### src/rtl/core_pkg.sv
// Shared core types and constants used by the pipeline controller.
// Latency: n/a (declarations only).
// Backpressure: n/a (declarations only).
package core_pkg;

  // Register file address width shared across the core.
  localparam int REG_ADDR_WIDTH = 5;

  // Default memory watchdog limit, in consecutive wait cycles.
  localparam int MEM_WAIT_MAX_DEFAULT = 15;

  // Width of the memory wait counter; bounds MEM_WAIT_MAX to 1..255.
  localparam int WAIT_CNT_WIDTH = 8;

  // Pipeline control sequencer states. Encoding 3 is unused.
  typedef enum logic [1:0] {
    RUN      = 2'd0,
    MEM_WAIT = 2'd1,
    HALT     = 2'd2
  } ctrl_state_e;

endpackage

### src/rtl/hazard_detect.sv
// Load-use hazard compare between the load in EX and the sources of the instruction in ID.
// Latency: 0 cycles, purely combinational.
// Backpressure: none; the result feeds the stall priority logic in pipeline_ctrl.
//
// Ports:
//   id_rs1_addr/id_rs2_addr  sources of the ID instruction
//   id_rs1_used/id_rs2_used  the ID instruction really reads that source
//   ex_rd_addr               destination of the EX instruction
//   ex_mem_read              the EX instruction is a load
//   lu_hazard                ID needs a value the EX load has not produced yet
module hazard_detect #(
  parameter int REG_ADDR_WIDTH = 5
) (
  input  logic [REG_ADDR_WIDTH-1:0] id_rs1_addr,
  input  logic [REG_ADDR_WIDTH-1:0] id_rs2_addr,
  input  logic                      id_rs1_used,
  input  logic                      id_rs2_used,
  input  logic [REG_ADDR_WIDTH-1:0] ex_rd_addr,
  input  logic                      ex_mem_read,
  output logic                      lu_hazard
);

  logic rs1_match;
  logic rs2_match;

  assign rs1_match = id_rs1_used && (id_rs1_addr == ex_rd_addr);
  assign rs2_match = id_rs2_used && (id_rs2_addr == ex_rd_addr);

  // x0 is hardwired to zero, so a load targeting it never creates a dependency.
  assign lu_hazard = ex_mem_read && (ex_rd_addr != '0) && (rs1_match || rs2_match);

endmodule

### src/rtl/pipeline_ctrl.sv
// Central stall/flush sequencer: load-use, EX redirect and data-memory wait -> per-stage strobes, plus memory watchdog.
// Latency: strobes are combinational (0 cycles) from inputs and registered state; state/flags update on clk rise.
// Backpressure: mem_req && !mem_ready freezes all stages; watchdog timeout halts the core until reset.
//
// Optional feature macro: PIPELINE_CTRL_PERF_EN enables the three performance counters;
// when undefined the counter ports are tied to 0 and no counter registers exist.
//
// Ports:
//   clk, rst_n                  core clock, synchronous active-low reset
//   id_* / ex_rd_addr / ex_mem_read   load-use hazard inputs
//   ex_branch_taken             taken branch/jump resolved in EX
//   mem_req, mem_ready          MEM stage request and data-memory completion
//   pc_en..exmem_en             stage register update enables
//   ifid_flush, idex_flush      load a bubble into that register (wins over enable)
//   memwb_bubble                MEM/WB captures a bubble instead of MEM results
//   ctrl_state, mem_timeout     sequencer state and sticky watchdog flag
//   perf_*                      stall-cycle, load-use and flush counters
module pipeline_ctrl
  import core_pkg::*;
#(
  parameter int REG_ADDR_WIDTH = core_pkg::REG_ADDR_WIDTH,
  parameter int MEM_WAIT_MAX   = MEM_WAIT_MAX_DEFAULT,
  parameter int CNT_WIDTH      = 32
) (
  input  logic                      clk,
  input  logic                      rst_n,
  input  logic [REG_ADDR_WIDTH-1:0] id_rs1_addr,
  input  logic [REG_ADDR_WIDTH-1:0] id_rs2_addr,
  input  logic                      id_rs1_used,
  input  logic                      id_rs2_used,
  input  logic [REG_ADDR_WIDTH-1:0] ex_rd_addr,
  input  logic                      ex_mem_read,
  input  logic                      ex_branch_taken,
  input  logic                      mem_req,
  input  logic                      mem_ready,
  output logic                      pc_en,
  output logic                      ifid_en,
  output logic                      idex_en,
  output logic                      exmem_en,
  output logic                      ifid_flush,
  output logic                      idex_flush,
  output logic                      memwb_bubble,
  output ctrl_state_e               ctrl_state,
  output logic                      mem_timeout,
  output logic [CNT_WIDTH-1:0]      perf_stall_cycles,
  output logic [CNT_WIDTH-1:0]      perf_lu_count,
  output logic [CNT_WIDTH-1:0]      perf_flush_count
);

  localparam logic [WAIT_CNT_WIDTH-1:0] WAIT_MAX = WAIT_CNT_WIDTH'(MEM_WAIT_MAX);
  localparam logic [WAIT_CNT_WIDTH-1:0] WAIT_ONE = WAIT_CNT_WIDTH'(1);

  ctrl_state_e               state;
  logic [WAIT_CNT_WIDTH-1:0] wait_cnt;
  logic                      timeout_q;
  logic                      lu_hazard;
  logic                      mem_stall;

  hazard_detect #(
    .REG_ADDR_WIDTH (REG_ADDR_WIDTH)
  ) u_hazard_detect (
    .id_rs1_addr (id_rs1_addr),
    .id_rs2_addr (id_rs2_addr),
    .id_rs1_used (id_rs1_used),
    .id_rs2_used (id_rs2_used),
    .ex_rd_addr  (ex_rd_addr),
    .ex_mem_read (ex_mem_read),
    .lu_hazard   (lu_hazard)
  );

  // Memory stalls only count while the sequencer is live; HALT and the
  // illegal encoding never report one.
  assign mem_stall = ((state == RUN) || (state == MEM_WAIT)) && mem_req && !mem_ready;

  // Strobe priority: reset > HALT > memory stall > taken branch > load-use > normal.
  // A branch held under a memory stall is not lost: EX is frozen and the
  // branch is re-presented once memory releases.
  always_comb begin
    pc_en        = 1'b1;
    ifid_en      = 1'b1;
    idex_en      = 1'b1;
    exmem_en     = 1'b1;
    ifid_flush   = 1'b0;
    idex_flush   = 1'b0;
    memwb_bubble = 1'b0;
    if (!rst_n) begin
      pc_en        = 1'b0;
      ifid_en      = 1'b0;
      idex_en      = 1'b0;
      exmem_en     = 1'b0;
      ifid_flush   = 1'b1;
      idex_flush   = 1'b1;
      memwb_bubble = 1'b1;
    end else if (state == HALT || mem_stall) begin
      pc_en        = 1'b0;
      ifid_en      = 1'b0;
      idex_en      = 1'b0;
      exmem_en     = 1'b0;
      memwb_bubble = 1'b1;
    end else if (ex_branch_taken) begin
      // The ID instruction is squashed, so any load-use match is moot.
      ifid_flush = 1'b1;
      idex_flush = 1'b1;
    end else if (lu_hazard) begin
      // Hold PC and IF/ID, push one bubble into ID/EX; next cycle EX holds the
      // bubble and the hazard disappears on its own.
      pc_en      = 1'b0;
      ifid_en    = 1'b0;
      idex_flush = 1'b1;
    end
  end

  assign ctrl_state  = rst_n ? state : RUN;
  assign mem_timeout = timeout_q;

  always_ff @(posedge clk) begin
    if (!rst_n) begin
      state     <= RUN;
      wait_cnt  <= '0;
      timeout_q <= 1'b0;
    end else begin
      case (state)
        RUN: begin
          if (mem_stall) begin
            state    <= MEM_WAIT;
            wait_cnt <= WAIT_ONE;
          end
        end
        MEM_WAIT: begin
          // Leaving on mem_ready or on mem_req dropping; neither is an error.
          if (!mem_stall) begin
            state    <= RUN;
            wait_cnt <= '0;
          end else if (wait_cnt == WAIT_MAX) begin
            state     <= HALT;
            wait_cnt  <= '0;
            timeout_q <= 1'b1;
          end else begin
            wait_cnt <= wait_cnt + WAIT_ONE;
          end
        end
        HALT: begin
          state <= HALT;
        end
        default: begin
          state    <= RUN;
          wait_cnt <= '0;
        end
      endcase
    end
  end

`ifdef PIPELINE_CTRL_PERF_EN
  localparam logic [CNT_WIDTH-1:0] CNT_ONE = CNT_WIDTH'(1);

  logic                 lu_evt;
  logic                 flush_evt;
  logic [CNT_WIDTH-1:0] stall_cnt_q;
  logic [CNT_WIDTH-1:0] lu_cnt_q;
  logic [CNT_WIDTH-1:0] flush_cnt_q;

  // Events are counted only when they win the priority arbitration.
  assign flush_evt = (state != HALT) && !mem_stall && ex_branch_taken;
  assign lu_evt    = (state != HALT) && !mem_stall && !ex_branch_taken && lu_hazard;

  always_ff @(posedge clk) begin
    if (!rst_n) begin
      stall_cnt_q <= '0;
      lu_cnt_q    <= '0;
      flush_cnt_q <= '0;
    end else begin
      if (!pc_en)    stall_cnt_q <= stall_cnt_q + CNT_ONE;
      if (lu_evt)    lu_cnt_q    <= lu_cnt_q + CNT_ONE;
      if (flush_evt) flush_cnt_q <= flush_cnt_q + CNT_ONE;
    end
  end

  assign perf_stall_cycles = stall_cnt_q;
  assign perf_lu_count     = lu_cnt_q;
  assign perf_flush_count  = flush_cnt_q;
`else
  assign perf_stall_cycles = '0;
  assign perf_lu_count     = '0;
  assign perf_flush_count  = '0;
`endif

endmodule

### config.mk
export PLATFORM = sky130hd
export DESIGN_NAME = pipeline_ctrl
export DESIGN_NICKNAME = d
export VERILOG_FILES = /design/src/rtl/core_pkg.sv /design/src/rtl/hazard_detect.sv /design/src/rtl/pipeline_ctrl.sv
export SDC_FILE = /design/constraint.sdc
export NUM_CORES = 1
export LEC_CHECK = 0
export ABC_CLOCK_PERIOD_IN_PS = 1900
export CORE_MARGIN = 2
export CORE_UTILIZATION = 32
export CTS_CLUSTER_DIAMETER = 50
export DETAILED_ROUTE_END_ITERATION = 8
export PLACE_DENSITY = 0.88
export REMOVE_ABC_BUFFERS = 1
export SETUP_SLACK_MARGIN = 0.3
export SYNTH_ARGS = -nofsm -noshare
export SYNTH_HDL_FRONTEND = slang
export SYNTH_SLANG_ARGS = --single-unit
export TNS_END_PERCENT = 20
### constraint.sdc
create_clock -name clk -period 1.9 [get_ports clk]
set_input_delay 0.38 -clock clk [delete_from_list [all_inputs] [get_ports clk]]
set_output_delay 0.38 -clock clk [all_outputs]
set_load 0.05 [all_outputs]
==> flow_summary.toml <==
[layout]
drive_gt1_share_pct = 22.8
diodes = 0
final_util_pct = 38.2
final_nets = 249
syn2layout_area_growth_pct = 14.1

[synthesis]
synth-simple-area-share_pct = 14.2
synth_common_cells = "buf_4, dfxtp_1, nand2_1, xor2_1"
yosysTopAreaCell = "buf_4"
synth_xor_area_share_pct = 6.53
synth_top_family_by_area = "buffers and inverters"
synth_edf_count = 0
avgSynthCellArea_um2 = 7.90
seq_area_frac_synth_pct = 14.9
yosysMostFrequentCell = "buf_4"
ys.flop_type = "dfxtp_1"
synth.distinct_cells = 37
synth-seq-cells = 11
synthMuxAreaShare_pct = 0
synth_area_leaders = "buf_4, dfxtp_1, xor2_1"
synth_area_um2 = 1480
synth_compound_area_share_pct = 12.2
async_flop_share_pct = 0
synth_warnings = 0
netlist_instances = 187
synth.top_cell.area_share_pct = 49.8
synth_fa_ha_area_share_pct = 0.847

[timing]
setup_tns_ns = -0.299
layout_min_cycle_time_ns = 2.03
whs_ns = 0.476
worst_slack_ns = -0.134
setup_viol = 3
hold_viol = 0
rsz0062_at_grt = "true"
min_period_over_period_pct = 107
drv_slew = 0
skew_ns = 0.00591
clock.fmax_mhz = 492

[die]
die_h_um = 71.9
die-area_um2 = 5170
initial_core_util_pct = 33.4
pin_count = 129
num_rows = 24
fp.dieW_um = 71.9
core_area_um2 = 4410

[power_and_ir_drop]
p_seq_share_pct = 21.3
comb_power_share_pct = 56.3
internal-power_mw = 0.479
cellPowerDensity_nw_per_um2 = 650
vdd_drop_max_uv = 313
switching_share_pct = 56.3
p_leak_nw = 0.845
switchingPower_mw = 0.616
pwr-share-clk_pct = 22.4
p_total_mw = 1.10

[worst_setup_path]
required_ns = 1.52
path_class = "in -> out"
cp_max_fo = 4
arrival_ns = 1.65
crit_family = "buffers and inverters"
cp_common_cell = "buf_4"
critical_path_buf_inv_count = 3
crit_path_top_delay_cell = "a32oi_1"
endpoint_kind = "output port"
cp_cell_sequence = "clkdlybuf4s15_2 -> xnor2_1 -> and2_0 -> a32oi_1 -> buf_4 -> o211ai_1 -> buf_4"
max_stage_delay_ns = 0.27
worstSetupStartpointType = "input pin"

[global_route]
gr-usage-all-layers_pct = 9.81
grt_max_degree = 18
grt_pass1_vias = 933
grt_pass1_wl_um = 4010
antenna_found_initial = 0
globalRouteOverflowTotal = 0

[placement]
numPortBuffers = 32
gp_congestion = 0.725
dp_hpwl_um = 2260

[clock_network]
clock_sinks = 11
cts_hold_buf = 0
htree_levels = 1
clk_latency_ns = 0.24
cts_buffer_depth = 2
numCtsBuffers = 3
cts_tree = "done"
clockRootBuffer = "clkbuf_8"
clk_pin_slew_ns = 0.06

[route]
ant_nets = 0
vias = 1064
routedWlPerCell_um = 10.1
via_per_inst = 3.86
drc_errors = 0
drt_iter0_markers = 45
drt_wl_total_um = 2780
firstDrtPassIters = 2

[hold_path]
min_path_type = "reg -> reg"

[flow_run]
maxCapViolCount = 0

[outcome]
violations = "negative setup slack"
status = "finished with violations"
-- final timing paths --
path                      start          end  slack (ns)  cells past startpoint
setup / recovery  ex_rd_addr[0]   idex_flush       -0.13                      7
hold / removal         state[0]     state[0]        0.48                      1
setup reg to reg    wait_cnt[4]  wait_cnt[5]        0.23                      4
hold reg to reg        state[0]     state[0]        0.48                      1
-- cells by family after synthesis --
kind of cell	count (synthesis)
and+or+nand+nor	36
buffers and inverters	103
adders and majority gates	1
other	1
AOI/OAI and AO/OA	24
DFF	11
xor gates and xnor gates	11
-- layout by cell type (no fill, tap or decap), drive strengths merged, types with 3 or more instances in the layout --
| cell | n |
|---|---|
| inv | 4 |
| o21ai | 5 |
| a21oi | 4 |
| nand2 | 9 |
| xor2 | 9 |
| conb | 96 |
| nand3 | 3 |
| and2 | 4 |
| dlygate4sd2 | 3 |
| clkdlybuf4s50 | 4 |
| a21boi | 3 |
| buf | 28 |
| clkbuf | 4 |
| o211ai | 4 |
| nor2b | 4 |
| dfxtp | 11 |
| nor2 | 3 |
-- routing by layer --
layer	up-vias	GRT usage (%)	part of all wire, %	wire [µm]
met2	84	20.0	56	1540
met1	478	9.35	32	898
met3	4	2.92	11	304
met4	0	2.73	1.1	31
met5	-	0	0	0
li1	498	-	-	-
-- power by group through the flow --
stage / registers (mW) / logic [mW] / clock network [mW]
finish: 0.233 / 0.617 / 0.245
global route: 0.234 / 0.640 / 0.256
CTS: 0.235 / 0.609 / 0.243
detailed placement: 0.242 / 0.598 / 0
global placement: 0.241 / 0.593 / 0
floorplan: 0.240 / 0.488 / 0
-- sequential cells by signal, indices dropped and copies added (netlist names) --
signal / count
mem_timeout: 1
state: 2
wait_cnt: 8
-- timing repair --
action                                  CTS  global route
gates resized for setup                  89             8
buffers inserted                          1             0
pin swaps                                19            12
endpoints found under the setup margin   11             9
-- metrics by stage --
stage	worst slack (ns)	area, µm²	cells
floorplan	-0.387	1090	183
global placement	-0.555	1560	271
detailed placement	-0.569	1560	271
CTS	-0.108	1660	276
global route	-0.241	1680	276
finish	-0.134	1680	276
-- layout make-up --
class,count,area [µm²]
Timing Repair Buffer,37,398
Sequential cell,11,231
Clock buffer,4,45.0
Inverter,4,17.5
Multi-Input combinational cell,168,927
Fill cell,448,2730
Tap cell,52,65.1
Power figures use the tool's default switching activity.
